### src/rtl/core_dbus_if.sv
// -----------------------------------------------------------------------------
// core_dbus_if
// Peripheral bus between the memory-stage bridge (master) and the MMIO fabric
// (slave). One request/acknowledge transaction at a time.
//   bus_req   master->slave  request, held until completion
//   bus_we    master->slave  1 = write
//   bus_addr  master->slave  doubleword-aligned address
//   bus_wdata master->slave  lane-positioned store data
//   bus_wstrb master->slave  byte strobes
//   bus_ack   slave->master  transaction complete (sampled on posedge)
//   bus_err   slave->master  error, qualified by bus_ack
//   bus_rdata slave->master  read data, qualified by bus_ack
// -----------------------------------------------------------------------------
interface core_dbus_if;
   logic        bus_req;
   logic        bus_we;
   logic [63:0] bus_addr;
   logic [63:0] bus_wdata;
   logic [7:0]  bus_wstrb;
   logic        bus_ack;
   logic        bus_err;
   logic [63:0] bus_rdata;

   modport master (
      output bus_req, bus_we, bus_addr, bus_wdata, bus_wstrb,
      input  bus_ack, bus_err, bus_rdata
   );

   modport slave (
      input  bus_req, bus_we, bus_addr, bus_wdata, bus_wstrb,
      output bus_ack, bus_err, bus_rdata
   );
endinterface

### src/rtl/core_dbus.sv
// -----------------------------------------------------------------------------
// core_dbus
// Memory-stage data-bus bridge. Loads/stores hitting the MMIO window are run as
// request/acknowledge transactions on the peripheral bus while the pipeline is
// stalled; load data is lane-extracted and sign/zero-extended for core_MEM.
// Ports:
//   clock, reset        pipeline clock, asynchronous active-high reset
//   addr, wdata         effective address and store data from EX
//   mem_load_type       00 none, 01 byte, 10 word, 11 dword
//   mem_store_type      same encoding; a store wins if both are nonzero
//   load_signed         sign-extend byte/word loads
//   flush               pipeline flush; blocks acceptance, kills in-flight result
//   stall               freeze PC/IF/ID/EX
//   d_valid, d_rdata    MMIO load data to core_MEM
//   d_ready             this instruction is owned by the MMIO path
//   d_err               one-cycle error pulse (misaligned, bus error, timeout)
//   bus                 peripheral bus, master side
// -----------------------------------------------------------------------------
module core_dbus #(
   parameter logic [63:0] MMIO_BASE = 64'hFFFF_FFFF_FFFF_0000,
   parameter int unsigned MMIO_LOG2 = 16,
   parameter int unsigned TIMEOUT   = 255
) (
   input  logic              clock,
   input  logic              reset,
   input  logic [63:0]       addr,
   input  logic [63:0]       wdata,
   input  logic [1:0]        mem_load_type,
   input  logic [1:0]        mem_store_type,
   input  logic              load_signed,
   input  logic              flush,
   output logic              stall,
   output logic              d_valid,
   output logic              d_ready,
   output logic [63:0]       d_rdata,
   output logic              d_err,
   core_dbus_if.master       bus
);

   localparam logic [1:0] ST_IDLE = 2'd0;
   localparam logic [1:0] ST_REQ  = 2'd1;
   localparam logic [1:0] ST_DONE = 2'd2;

   localparam int unsigned TCNT_W = (TIMEOUT < 1) ? 1 : $clog2(TIMEOUT + 1);
   localparam logic [TCNT_W-1:0] TCNT_MAX = TCNT_W'(TIMEOUT);

   localparam logic [1:0] SZ_BYTE  = 2'b01;
   localparam logic [1:0] SZ_WORD  = 2'b10;
   localparam logic [1:0] SZ_DWORD = 2'b11;

   logic [1:0]        state_q,     state_d;
   logic [TCNT_W-1:0] tcnt_q,      tcnt_d;
   logic              killed_q,    killed_d;
   logic              err_q,       err_d;
   logic [63:0]       rdata_q,     rdata_d;
   logic [2:0]        lane_q,      lane_d;
   logic [1:0]        size_q,      size_d;
   logic              signed_q,    signed_d;
   logic              we_q,        we_d;
   logic [63:0]       bus_addr_q,  bus_addr_d;
   logic              bus_we_q,    bus_we_d;
   logic [63:0]       bus_wdata_q, bus_wdata_d;
   logic [7:0]        bus_wstrb_q, bus_wstrb_d;

   logic              is_store_s;
   logic [1:0]        size_s;
   logic              hit_s;
   logic              misaligned_s;
   logic [7:0]        strb_s;
   logic [63:0]       lane_wdata_s;
   logic              idle_hit_s;
   logic              in_req_s;
   logic              in_done_s;
   logic [7:0]        byte_s;
   logic [31:0]       word_s;

   // Decode the incoming access: size, window hit, alignment, lane data.
   always_comb begin
      is_store_s = (mem_store_type != 2'b00);
      if (is_store_s) begin
         size_s = mem_store_type;
      end else begin
         size_s = mem_load_type;
      end
      // Flush wins over a hit so a squashed instruction never starts a transaction.
      hit_s = (size_s != 2'b00) &&
              (addr[63:MMIO_LOG2] == MMIO_BASE[63:MMIO_LOG2]) && !flush;
      misaligned_s = ((size_s == SZ_WORD)  && (addr[1:0] != 2'b00)) ||
                     ((size_s == SZ_DWORD) && (addr[2:0] != 3'b000));
      case (size_s)
         SZ_BYTE: begin
            strb_s       = 8'b0000_0001 << addr[2:0];
            lane_wdata_s = {8{wdata[7:0]}};
         end
         SZ_WORD: begin
            strb_s       = addr[2] ? 8'hF0 : 8'h0F;
            lane_wdata_s = {2{wdata[31:0]}};
         end
         SZ_DWORD: begin
            strb_s       = 8'hFF;
            lane_wdata_s = wdata;
         end
         default: begin
            strb_s       = 8'h00;
            lane_wdata_s = 64'h0;
         end
      endcase
   end

   // Next-state logic of the IDLE/REQ/DONE sequencer and its captured context.
   always_comb begin
      state_d     = state_q;
      tcnt_d      = tcnt_q;
      killed_d    = killed_q;
      err_d       = err_q;
      rdata_d     = rdata_q;
      lane_d      = lane_q;
      size_d      = size_q;
      signed_d    = signed_q;
      we_d        = we_q;
      bus_addr_d  = bus_addr_q;
      bus_we_d    = bus_we_q;
      bus_wdata_d = bus_wdata_q;
      bus_wstrb_d = bus_wstrb_q;
      case (state_q)
         ST_IDLE: begin
            if (hit_s) begin
               lane_d   = addr[2:0];
               size_d   = size_s;
               signed_d = load_signed;
               we_d     = is_store_s;
               killed_d = 1'b0;
               tcnt_d   = '0;
               if (misaligned_s) begin
                  // Completes with an error without touching the bus.
                  err_d   = 1'b1;
                  rdata_d = 64'h0;
                  state_d = ST_DONE;
               end else begin
                  err_d       = 1'b0;
                  bus_addr_d  = {addr[63:3], 3'b000};
                  bus_we_d    = is_store_s;
                  bus_wdata_d = lane_wdata_s;
                  bus_wstrb_d = strb_s;
                  state_d     = ST_REQ;
               end
            end else begin
               state_d = ST_IDLE;
            end
         end
         ST_REQ: begin
            // The transaction still runs to completion; only its result is dropped.
            if (flush) begin
               killed_d = 1'b1;
            end else begin
               killed_d = killed_q;
            end
            if (bus.bus_ack) begin
               rdata_d = bus.bus_rdata;
               err_d   = bus.bus_err;
               state_d = ST_DONE;
            end else if (tcnt_q == TCNT_MAX) begin
               rdata_d = 64'h0;
               err_d   = 1'b1;
               state_d = ST_DONE;
            end else begin
               tcnt_d = tcnt_q + TCNT_W'(1);
            end
         end
         ST_DONE: begin
            state_d = ST_IDLE;
         end
         default: begin
            state_d = ST_IDLE;
         end
      endcase
   end

   // Sequencer and context registers.
   always_ff @(posedge clock or posedge reset) begin
      if (reset) begin
         state_q     <= ST_IDLE;
         tcnt_q      <= '0;
         killed_q    <= 1'b0;
         err_q       <= 1'b0;
         rdata_q     <= 64'h0;
         lane_q      <= 3'b000;
         size_q      <= 2'b00;
         signed_q    <= 1'b0;
         we_q        <= 1'b0;
         bus_addr_q  <= 64'h0;
         bus_we_q    <= 1'b0;
         bus_wdata_q <= 64'h0;
         bus_wstrb_q <= 8'h00;
      end else begin
         state_q     <= state_d;
         tcnt_q      <= tcnt_d;
         killed_q    <= killed_d;
         err_q       <= err_d;
         rdata_q     <= rdata_d;
         lane_q      <= lane_d;
         size_q      <= size_d;
         signed_q    <= signed_d;
         we_q        <= we_d;
         bus_addr_q  <= bus_addr_d;
         bus_we_q    <= bus_we_d;
         bus_wdata_q <= bus_wdata_d;
         bus_wstrb_q <= bus_wstrb_d;
      end
   end

   // Lane extraction and extension of the captured read data.
   always_comb begin
      byte_s = rdata_q[{lane_q, 3'b000} +: 8];
      if (lane_q[2]) begin
         word_s = rdata_q[63:32];
      end else begin
         word_s = rdata_q[31:0];
      end
      if (err_q) begin
         d_rdata = 64'h0;
      end else begin
         case (size_q)
            SZ_BYTE:  d_rdata = {{56{signed_q & byte_s[7]}}, byte_s};
            SZ_WORD:  d_rdata = {{32{signed_q & word_s[31]}}, word_s};
            SZ_DWORD: d_rdata = rdata_q;
            default:  d_rdata = 64'h0;
         endcase
      end
   end

   // Pipeline handshake; reset forces everything quiet even while EX holds a hit.
   always_comb begin
      idle_hit_s = (state_q == ST_IDLE) && hit_s;
      in_req_s   = (state_q == ST_REQ);
      in_done_s  = (state_q == ST_DONE) && !killed_q;
      if (reset) begin
         stall   = 1'b0;
         d_ready = 1'b0;
         d_valid = 1'b0;
         d_err   = 1'b0;
      end else begin
         stall   = idle_hit_s || in_req_s;
         d_ready = idle_hit_s || in_req_s || in_done_s;
         d_valid = in_done_s && !we_q;
         d_err   = in_done_s && err_q;
      end
   end

   // bus_req follows the state register, so the async reset drops it at once.
   assign bus.bus_req   = (state_q == ST_REQ);
   assign bus.bus_we    = bus_we_q;
   assign bus.bus_addr  = bus_addr_q;
   assign bus.bus_wdata = bus_wdata_q;
   assign bus.bus_wstrb = bus_wstrb_q;

endmodule

### src/flat_wrapper.sv
// flat-port wrapper written by rule: the top's interface ports become plain ports
module core_dbus_flat 
#(
   parameter logic [63:0] MMIO_BASE = 64'hFFFF_FFFF_FFFF_0000,
   parameter int unsigned MMIO_LOG2 = 16,
   parameter int unsigned TIMEOUT   = 255
)
  (clock, reset, addr, wdata, mem_load_type, mem_store_type, load_signed, flush, stall, d_valid, d_ready, d_rdata, d_err, bus_bus_req, bus_bus_we, bus_bus_addr, bus_bus_wdata, bus_bus_wstrb, bus_bus_ack, bus_bus_err, bus_bus_rdata);
  core_dbus_if bus_i ();
  input  logic clock;
  input  logic reset;
  input  logic [63:0] addr;
  input  logic [63:0] wdata;
  input  logic [1:0] mem_load_type;
  input  logic [1:0] mem_store_type;
  input  logic load_signed;
  input  logic flush;
  output logic stall;
  output logic d_valid;
  output logic d_ready;
  output logic [63:0] d_rdata;
  output logic d_err;
  output wire logic [$bits(bus_i.bus_req)-1:0] bus_bus_req;
  output wire logic [$bits(bus_i.bus_we)-1:0] bus_bus_we;
  output wire logic [$bits(bus_i.bus_addr)-1:0] bus_bus_addr;
  output wire logic [$bits(bus_i.bus_wdata)-1:0] bus_bus_wdata;
  output wire logic [$bits(bus_i.bus_wstrb)-1:0] bus_bus_wstrb;
  input wire logic [$bits(bus_i.bus_ack)-1:0] bus_bus_ack;
  input wire logic [$bits(bus_i.bus_err)-1:0] bus_bus_err;
  input wire logic [$bits(bus_i.bus_rdata)-1:0] bus_bus_rdata;
  assign bus_bus_req = bus_i.bus_req;
  assign bus_bus_we = bus_i.bus_we;
  assign bus_bus_addr = bus_i.bus_addr;
  assign bus_bus_wdata = bus_i.bus_wdata;
  assign bus_bus_wstrb = bus_i.bus_wstrb;
  assign bus_i.bus_ack = bus_bus_ack;
  assign bus_i.bus_err = bus_bus_err;
  assign bus_i.bus_rdata = bus_bus_rdata;
  core_dbus #(.MMIO_BASE(MMIO_BASE), .MMIO_LOG2(MMIO_LOG2), .TIMEOUT(TIMEOUT)) u_core (.clock(clock), .reset(reset), .addr(addr), .wdata(wdata), .mem_load_type(mem_load_type), .mem_store_type(mem_store_type), .load_signed(load_signed), .flush(flush), .stall(stall), .d_valid(d_valid), .d_ready(d_ready), .d_rdata(d_rdata), .d_err(d_err), .bus(bus_i));
endmodule
### config.mk
export PLATFORM = sky130hd
export DESIGN_NAME = core_dbus_flat
export DESIGN_NICKNAME = d
export VERILOG_FILES = /design/src/rtl/core_dbus_if.sv /design/src/rtl/core_dbus.sv /design/src/flat_wrapper.sv
export SDC_FILE = /design/constraint.sdc
export NUM_CORES = 1
export LEC_CHECK = 0
export CAP_MARGIN = 20
export CORE_AREA = 4 4 157 159
export DETAILED_ROUTE_END_ITERATION = 16
export DIE_AREA = 0 0 161 163
export DONT_BUFFER_PORTS = 1
export GPL_TIMING_DRIVEN = 0
export HOLD_SLACK_MARGIN = 0.02
export PLACE_DENSITY = 0.63
export REMOVE_ABC_BUFFERS = 1
export SLEW_MARGIN = 20
export SYNTH_ARGS = -nofsm -noshare
export SYNTH_HDL_FRONTEND = slang
export SYNTH_SLANG_ARGS = --single-unit
### constraint.sdc
create_clock -name clock -period 11.31 [get_ports clock]
set_clock_uncertainty 0.2 [all_clocks]
set_input_delay 2.262 -clock clock [delete_from_list [all_inputs] [get_ports clock]]
set_output_delay 2.262 -clock clock [all_outputs]
set_load 0.03 [all_outputs]
==> metrics.csv, run 1 <==
metric;value;unit
io_buffers;0;
root_buffer;clkbuf_16;
crit_top_cell;nand4_1;
track_usage;23.6;%
cts.sinks;217;
drv_cap;0;
finalSetupViolCount;0;
grt-ovfl-total;0;
required;8850;ps
period_needed;6090;ps
place_congestion;0.809;
critPathMaxStageDelay;640;ps
pre_cts_slack;5220;ps
fin_ws;5220;ps
syn-cell-area;10500;um2
mostFrequentLayoutCells;dfrtp_1 (215), o21ai_0 (128), nand2_1 (89);
antenna_found_initial;0;
crit_chain;nand4_1 -> nor4_2 -> nand4_1 -> a31oi_1;
avgSynthCellArea;11.1;um2
initial_utilization;45.3;%
layout_commonest_cell;dfrtp_1;
synth_cell_types;50;
tightest_slew;1160;ps
fp.coreArea;23300;um2
numCtsBuffers;24;
firstDrtPassIters;5;
post_cts_buffers;0;
p_leak;5.60;nW
end_kind;output port;
yosysWarnings;0;
synth_edf_count;0;
arrival;3630;ps
area_delta_synth_final;11.8;%
first_iter_violations;596;
rsz0062_at_grt;no;
vias;7568;
grt_max_degree;101;
pin_count;408;
ant_nets;0;
tns;0;ps
antennaDiodeCount;0;
drive_above_1_share;10.8;%
htree_levels;1;
synth_seq_cells;217;
wire_per_inst;25.7;um
grt_pass1_vias;7780;
async_flop_share;100;%
final.period_utilization;53.9;%
rows;56;
hold_violations;0;
cts_resized;0;
total_power;1.71;mW
worstSetupStartpointType;primary input;
die_w;161;um
routed_via_density;6.03;
critPathMaxFanout;3;
die_area;26200;um2
min_path_type;reg2reg;
wirelength;32.2;mm
max-vdd-ir-drop;0.100;mV
synth_ff_type;dfrtp_1;
outcome;finished, final reports clean;
post-route-drc-count;0;
slowest_stage;a31oi_1;
nNetsFinal;1123;
max-slew-margin-rel;22.3;%
holdBufCountCts;0;
clock.fmax;164;MHz
hpwl;23.2;mm
cts_tree;built;
synthCells;954;
path_clk_slew;60;ps
yosysSeqAreaShare;51.5;%
crit_type;in2out;
clkLatencyLatePin;510;ps
hold_depth;1;
finalMaxSlewViolations;0;
cts_buffer_depth;3;
worstRegToRegCells;5;
die_h;163;um
power_density;145;nW/um2
grt_pass1_wl;48.6;mm
==> synth_stat cells, types with 7 or more instances <==
cell,n,area (um2)
nor2_1,32,120
nand2b_1,51,319
a22o_1,65,569
o21ai_1,12,60.1
buf_4,7,52.6
mux4_2,16,360
nand2_1,89,334
inv_1,8,30.0
a21oi_1,49,245
a22oi_1,8,60.1
nand4_1,18,113
mux2i_1,57,571
buf_2,18,90.1
dfrtp_1,217,5430
mux2_1,60,676
clkbuf_1,40,150
mux2_2,10,113
o21ai_0,128,641
==> flip-flops by register name, indices dropped and copies added, names as in the netlist, 2 cells and up <==
signal	flops
u_core.rdata_q	64
u_core.bus.bus_wdata	64
u_core.bus.bus_addr	61
u_core.tcnt_q	8
u_core.state_q	2
u_core.lane_q	3
u_core.bus.bus_wstrb	8
u_core.size_q	2
==> power by group <==
| group | total (mW) | leakage, nW | internal [mW] | switching [mW] |
|---|---|---|---|---|
| registers | 0.777 | 3.03 | 0.777 | 0.000262 |
| logic | 0.0694 | 2.14 | 0.0217 | 0.0477 |
| clock network | 0.867 | 0.430 | 0.553 | 0.314 |
==> final cells by class <==
cell class                 instances  area (um2)
timing repair buffer              16         344
clock inverter                    10         200
fill                            2077       11500
sequential                       217        5430
tap                              319         399
inverter                           8        37.5
multi-input combinational        653        4700
clock buffer                      33         676
==> per-layer routing <==
metal  up-vias  wire, um  track usage [%]
met5         -         0                0
met4         0       692             5.97
met3        45      3820             9.87
met2       387     15500             38.0
met1      3772     12300             29.6
li1       3364         -                -
==> cells by family after synthesis <==
logic type,Yosys count,synth area share [%]
and+or+nand+nor,227,11.2
AOI/OAI and AO/OA,272,15.7
DFF,217,51.5
adders and majority gates,1,0.119
muxes,143,16.3
other,1,0.0356
xor gates and xnor gates,7,0.653
buffers and inverters,86,4.53
==> metrics by stage <==
step | area (um2) | std cells | utilization (%) | hold slack [ps]
detailed placement | 10900 | 1213 | 46.9 | 287
finish | 11800 | 1256 | 50.7 | 309
floorplan | 10100 | 878 | - | 251
global route | 11800 | 1256 | 50.7 | 313
global placement | 10500 | 1197 | 45.2 | 290
CTS | 11800 | 1256 | 50.7 | 306
==> worst paths after layout <==
kind,from,endpoint,slack [ps]
worst max-delay path,addr[19],d_ready,5220
worst min-delay path,u_core.killed_q,u_core.killed_q,310
worst max register to register,u_core.state_q[0],u_core.bus.bus_wdata[29],8110
worst min register to register,u_core.killed_q,u_core.killed_q,310
max in group asynchronous,reset,u_core.bus.bus_addr[10],8360
min in group asynchronous,reset,u_core.bus.bus_addr[16],1390
==> critical path, delay by kind of cell <==
family / cells / cell delay [ps]
AOI/OAI and AO/OA: 1 / 640
and+or+nand+nor: 3 / 730
(Power assumes the default switching activity.)
==> run 2: changes to the inputs <==
Settings changed: PLACE_DENSITY 0.63 to 0.65.
Clock period 11.31 ns to 5.6 ns, I/O delays scaled along.
==> run 2 against run 1 <==
  * Combinational power increased by 100%
  * Sequential power increased by 100%
  * Final cell count about the same
  * Sequential share of layout area increased by 0.43 points
  * Non-clock buffer count increased by 2
  * Core utilization decreased by 0.48 points
  * Worst setup slack got worse by 4500 ps
  * Highest routed layer unchanged
  * Critical endpoint is now d_rdata[21]
==> metrics.csv, run 2 (synthesis gave the netlist of run 1 again) <==
metric;value;unit;change
vias;7654;;+1.1%
cts_buffer_depth;3;;unchanged
antenna_found_initial;0;;unchanged
area_delta_synth_final;10.7;%;
crit_type;reg2out;;
r2r_slack;2270;ps;-5840 ps
arrival;3560;ps;-70 ps
post-route-drc-count;0;;unchanged
post_cts_buffers;0;;unchanged
power_density;277;nW/um2;+90%
wire_per_inst;26.1;um;+1.6%
critPathMaxFanout;37;;+34
hpwl;23.4;mm;+1.1%
outcome;finished, final reports clean;;
cts.sinks;217;;unchanged
die_h;163;um;unchanged
rsz0062_at_grt;no;;
ant_nets;0;;unchanged
grt_pass1_wl;48.7;mm;+0.17%
met1_usage;28.9;%;-0.67 points
tns;0;ps;unchanged
initial_utilization;45.3;%;unchanged
worstSetupStartpointType;flip-flop;;
rr_endpoint;u_core.bus.bus_addr[15];;
cts_tree;built;;
end_kind;output port;;
drive_above_1_share;11.0;%;+0.20 points
fp.coreArea;23300;um2;unchanged
grt_pass1_vias;7795;;+0.19%
cts_resized;0;;unchanged
die_area;26200;um2;unchanged
antennaDiodeCount;0;;unchanged
die_w;161;um;unchanged
wirelength;32.8;mm;+1.6%
switching_power;0.725;mW;+100%
postLayoutCellArea;11700;um2;-0.95%
firstDrtPassIters;6;;+1
holdBufCountCts;0;;unchanged
busiest_layer;met2;;
mostFrequentLayoutCells;dfrtp_1 (216), o21ai_0 (128), nand2_1 (89);;
required;4280;ps;-4570 ps
htree_levels;1;;unchanged
fillers;2083;;+0.29%
root_buffer;clkbuf_16;;
max-slew-margin-rel;21.5;%;-0.71 points
nNetsFinal;1125;;+0.18%
p_seq_share;48.6;%;+3.3 points
layout_commonest_cell;dfrtp_1;;
worstRegToRegCells;5;;unchanged
finalSetupViolCount;0;;unchanged
routed_via_density;6.09;;+1.1%
numCtsBuffers;24;;unchanged
total_power;3.23;mW;+88%
clkLatencyLatePin;500;ps;about the same
max-vdd-ir-drop;0.229;mV;+130%
power.share.clock;47.0;%;-3.6 points
finalMaxSlewViolations;0;;unchanged
place_congestion;0.818;;+1.1%
hold_ws;306;ps;-3.10 ps
netSwitchingFraction;22.5;%;+1.3 points
final.period_utilization;87.2;%;
drv_cap;0;;unchanged
pin_count;408;;unchanged
min_path_type;in2async;;
hold_violations;0;;unchanged
final_util;50.2;%;-0.48 points
grt_util_met2;39.2;%;+1.2 points
met3_usage;9.82;%;-0.051 points
rows;56;;unchanged
track_usage;23.6;%;+0.070 points
clock.fmax;205;MHz;
grt_max_degree;99;;-2.0%
io_buffers;0;;unchanged
r2r_start;u_core.state_q[0];;
tightest_slew;1160;ps;+0.676 ps
internal-power;2.50;mW;+85%
p_leak;5.55;nW;-0.86%
power_frac_comb;4.4;%;+0.3 points
first_iter_violations;652;;+9.4%
period_needed;4880;ps;
place_area;10900;um2;about the same
grt-ovfl-total;0;;unchanged
path_clk_slew;60;ps;about the same
run 2: cell types whose count changed in the layout (fill, tap and decap cells not counted):
| cell | previous run | this run |
|---|---|---|
| buf_12 | 1 | 2 |
| buf_16 | 10 | 8 |
| buf_4 | 2 | 3 |
| buf_8 | 0 | 2 |
| bufinv_16 | 6 | 0 |
| clkbuf_1 | 6 | 5 |
| clkbuf_8 | 2 | 6 |
| clkinv_2 | 4 | 5 |
| clkinvlp_4 | 0 | 1 |
| dfrtp_1 | 215 | 216 |
| dfrtp_2 | 2 | 1 |
| nor2_1 | 30 | 29 |
| nor2_2 | 0 | 1 |
run 2: power groups by stage:
stage               Combinational, mW  Sequential (mW)  Clock [mW]
finish                          0.142             1.57        1.52
floorplan                      0.0973             1.60           0
global route                    0.161             1.57        1.62
detailed placement              0.145             1.60           0
CTS                             0.146             1.57        1.55
global placement                0.133             1.60           0
run 2: how the worst max path moves through the flow:
stage,endpoint,from
after detailed placement,u_core.bus.bus_addr[14],flush
after floorplan,u_core.bus.bus_addr[10],reset
after global routing,d_rdata[21],u_core.size_q[0]
final,d_rdata[21],u_core.size_q[0]
after CTS,d_rdata[21],u_core.lane_q[0]
after global placement,u_core.bus.bus_addr[11],reset
run 2: critical path: stages (launching register included):
cell and delay [ps]:
dfrtp_2 900, nand2b_1 520, nor2_1 310, nand3_2 480
buf_16 360, o21ai_0 440
run 2: area by class of cell:
class	count	area (um2)	area share, %
clock inverter	6	32.5	0.279
clock buffer	36	727	6.22
tap	319	399	3.42
timing repair buffer	18	347	2.97
multi-input combinational	653	4700	40.3
inverter	8	37.5	0.321
sequential	217	5430	46.5
run 2: stage by stage:
stage,std cells,worst slack [ps]
6_report,1257,716
5_1_grt,1257,531
4_1_cts,1257,770
3_5_place_dp,1215,1300
3_3_place_gp,1197,-4210
2_1_floorplan,878,-1660
run 2: layer usage:
layer | share of wire [%] | routed length (um)
met1 | 38 | 12500
met2 | 48 | 15800
met3 | 12 | 3780
met4 | 2.1 | 679
met5 | 0 | 0
==> run 3: changes to the inputs <==
Settings changed: PLACE_DENSITY 0.65 to 0.63.
Clock period 5.6 ns to 4.56 ns, I/O delays scaled along.
==> run 3 against run 2 <==
  * Core utilization grew 0.52 points
  * Sequential power grew 23%
  * Die area is the same
  * Sequential share of layout area shrank 0.43 points
  * Power grew 32%
  * Global-route usage shrank 0.075 points
  * Clock-buffer cell count shrank 3
  * Critical endpoint is now d_rdata[15]
  * Wire length shrank 1.6%
==> metrics.csv, run 3 (synthesis gave the netlist of run 1 again) <==
metric;value;unit;change
place_congestion;0.809;;-1.1%
track_usage;23.6;%;-0.075 points
highest_layer;met4;;
wl_met2;15.5;mm;-2.4%
r2r_start;u_core.state_q[0];;
ant_nets;0;;unchanged
clock.fmax;227;MHz;
cts_buffer_depth;3;;unchanged
end_kind;output port;;
crit_type;reg2out;;
final.period_utilization;96.4;%;
drive_above_1_share;11.0;%;+0.012 points
worstRegToRegCells;5;;unchanged
die_area;26200;um2;unchanged
period_needed;4400;ps;
crit_start;u_core.size_q[0];;
routed_via_density;6.03;;-1.0%
routedLengthMet1;12.3;mm;-1.4%
rr_endpoint;u_core.bus.bus_wdata[29];;
total_power;4.25;mW;+32%
arrival;3280;ps;-280 ps
root_buffer;clkbuf_16;;
cts_tree;built;;
wirelength;32.2;mm;-1.6%
die_h;163;um;unchanged
finalMaxSlewViolations;0;;unchanged
hpwl;23.2;mm;-1.1%
finalSetupViolCount;0;;unchanged
grt-ovfl-total;0;;unchanged
power_density;360;nW/um2;+30%
max-vdd-ir-drop;0.249;mV;+8.6%
min_path_type;in2async;;
met3_length;3.78;mm;about the same
r2r_slack;1360;ps;-910 ps
worstSetupStartpointType;flip-flop;;
vias;7570;;-1.1%
fp.coreArea;23300;um2;unchanged
area_delta_synth_final;11.9;%;
tns;0;ps;unchanged
seqCellArea;5440;um2;about the same
holdBufCountCts;0;;unchanged
path_clk_slew;60;ps;about the same
io_buffers;0;;unchanged
firstDrtPassIters;4;;-2
multi_input_area;4710;um2;about the same
layout_commonest_cell;dfrtp_1;;
nNetsFinal;1123;;-0.18%
rsz0062_at_grt;no;;
pin_count;408;;unchanged
mostFrequentLayoutCells;dfrtp_1 (214), o21ai_0 (116), nand2_1 (89);;
clkLatencyLatePin;510;ps;about the same
cts.sinks;217;;unchanged
p_leak;5.59;nW;+0.66%
drv_cap;0;;unchanged
htree_levels;1;;unchanged
post-route-drc-count;0;;unchanged
grt_max_degree;101;;+2.0%
antennaDiodeCount;0;;unchanged
outcome;finished, final reports clean;;
wire_per_inst;25.7;um;-1.6%
hold_violations;0;;unchanged
max-slew-margin-rel;25.1;%;+3.6 points
initial_utilization;45.3;%;unchanged
antenna_found_initial;0;;unchanged
first_iter_violations;590;;-9.5%
tightest_slew;1110;ps;-53.5 ps
required;3450;ps;-830 ps
numCtsBuffers;24;;unchanged
grt_pass1_wl;48.6;mm;-0.20%
crit_path_end;d_rdata[15];;
grt_pass1_vias;7774;;-0.27%
die_w;161;um;unchanged
fillers;2076;;-0.34%
critPathMaxFanout;37;;unchanged
rows;56;;unchanged
## run 3: timing repair
item / in CTS / in global routing
gates resized for setup: 8 / 8
gates cloned: 0 / 0
endpoints found under the setup margin: 56 / 19
buffers inserted: 0 / 0
## run 3: how the worst min path moves through the flow
stage               depth (start not counted)                      end
floorplan                                   2              u_core.we_q
global placement                            1          u_core.killed_q
detailed placement                          1          u_core.killed_q
CTS                                         1  u_core.bus.bus_addr[61]
global route                                1          u_core.killed_q
finish                                      1  u_core.bus.bus_addr[16]
## run 3: metal layers
| metal | up-vias | GRT usage, % |
|---|---|---|
| met2 | 377 | 38.0 |
| met4 | 0 | 5.97 |
| met1 | 3784 | 29.6 |
| li1 | 3364 | - |
| met3 | 45 | 9.87 |
| met5 | - | 0 |
## run 3: area by class of cell
cell class,instances,share of cell area [%]
sequential,217,46.1
inverter,8,0.318
tap,319,3.38
timing repair buffer,16,2.92
clock buffer,33,5.73
multi-input combinational,653,39.9
clock inverter,10,1.70
## run 3: power by group
| part | total [mW] | switching (mW) | internal [mW] |
|---|---|---|---|
| Combinational | 0.172 | 0.118 | 0.0540 |
| Sequential | 1.93 | 0.000658 | 1.93 |
| Clock | 2.15 | 0.781 | 1.37 |
| Total | 4.25 | 0.900 | 3.35 |
## run 3: worst max-delay path, stage by stage (launching register included)
cell	delay [ps]
dfrtp_4	730
nand2b_1	420
nor2_1	280
nand3_2	520
buf_16	380
o21ai_0	410
## run 3: per-stage QoR
stage	instances	hold WS (ps)	util, %	setup slack [ps]	area [um2]
2_1_floorplan	878	251	-	-2490	10100
3_3_place_gp	1197	290	45.2	-5060	10500
3_5_place_dp	1213	287	46.9	432	10900
4_1_cts	1256	38.1	50.7	1.90	11800
5_1_grt	1256	46.2	50.7	6.62	11800
6_report	1256	43.6	50.7	164	11800
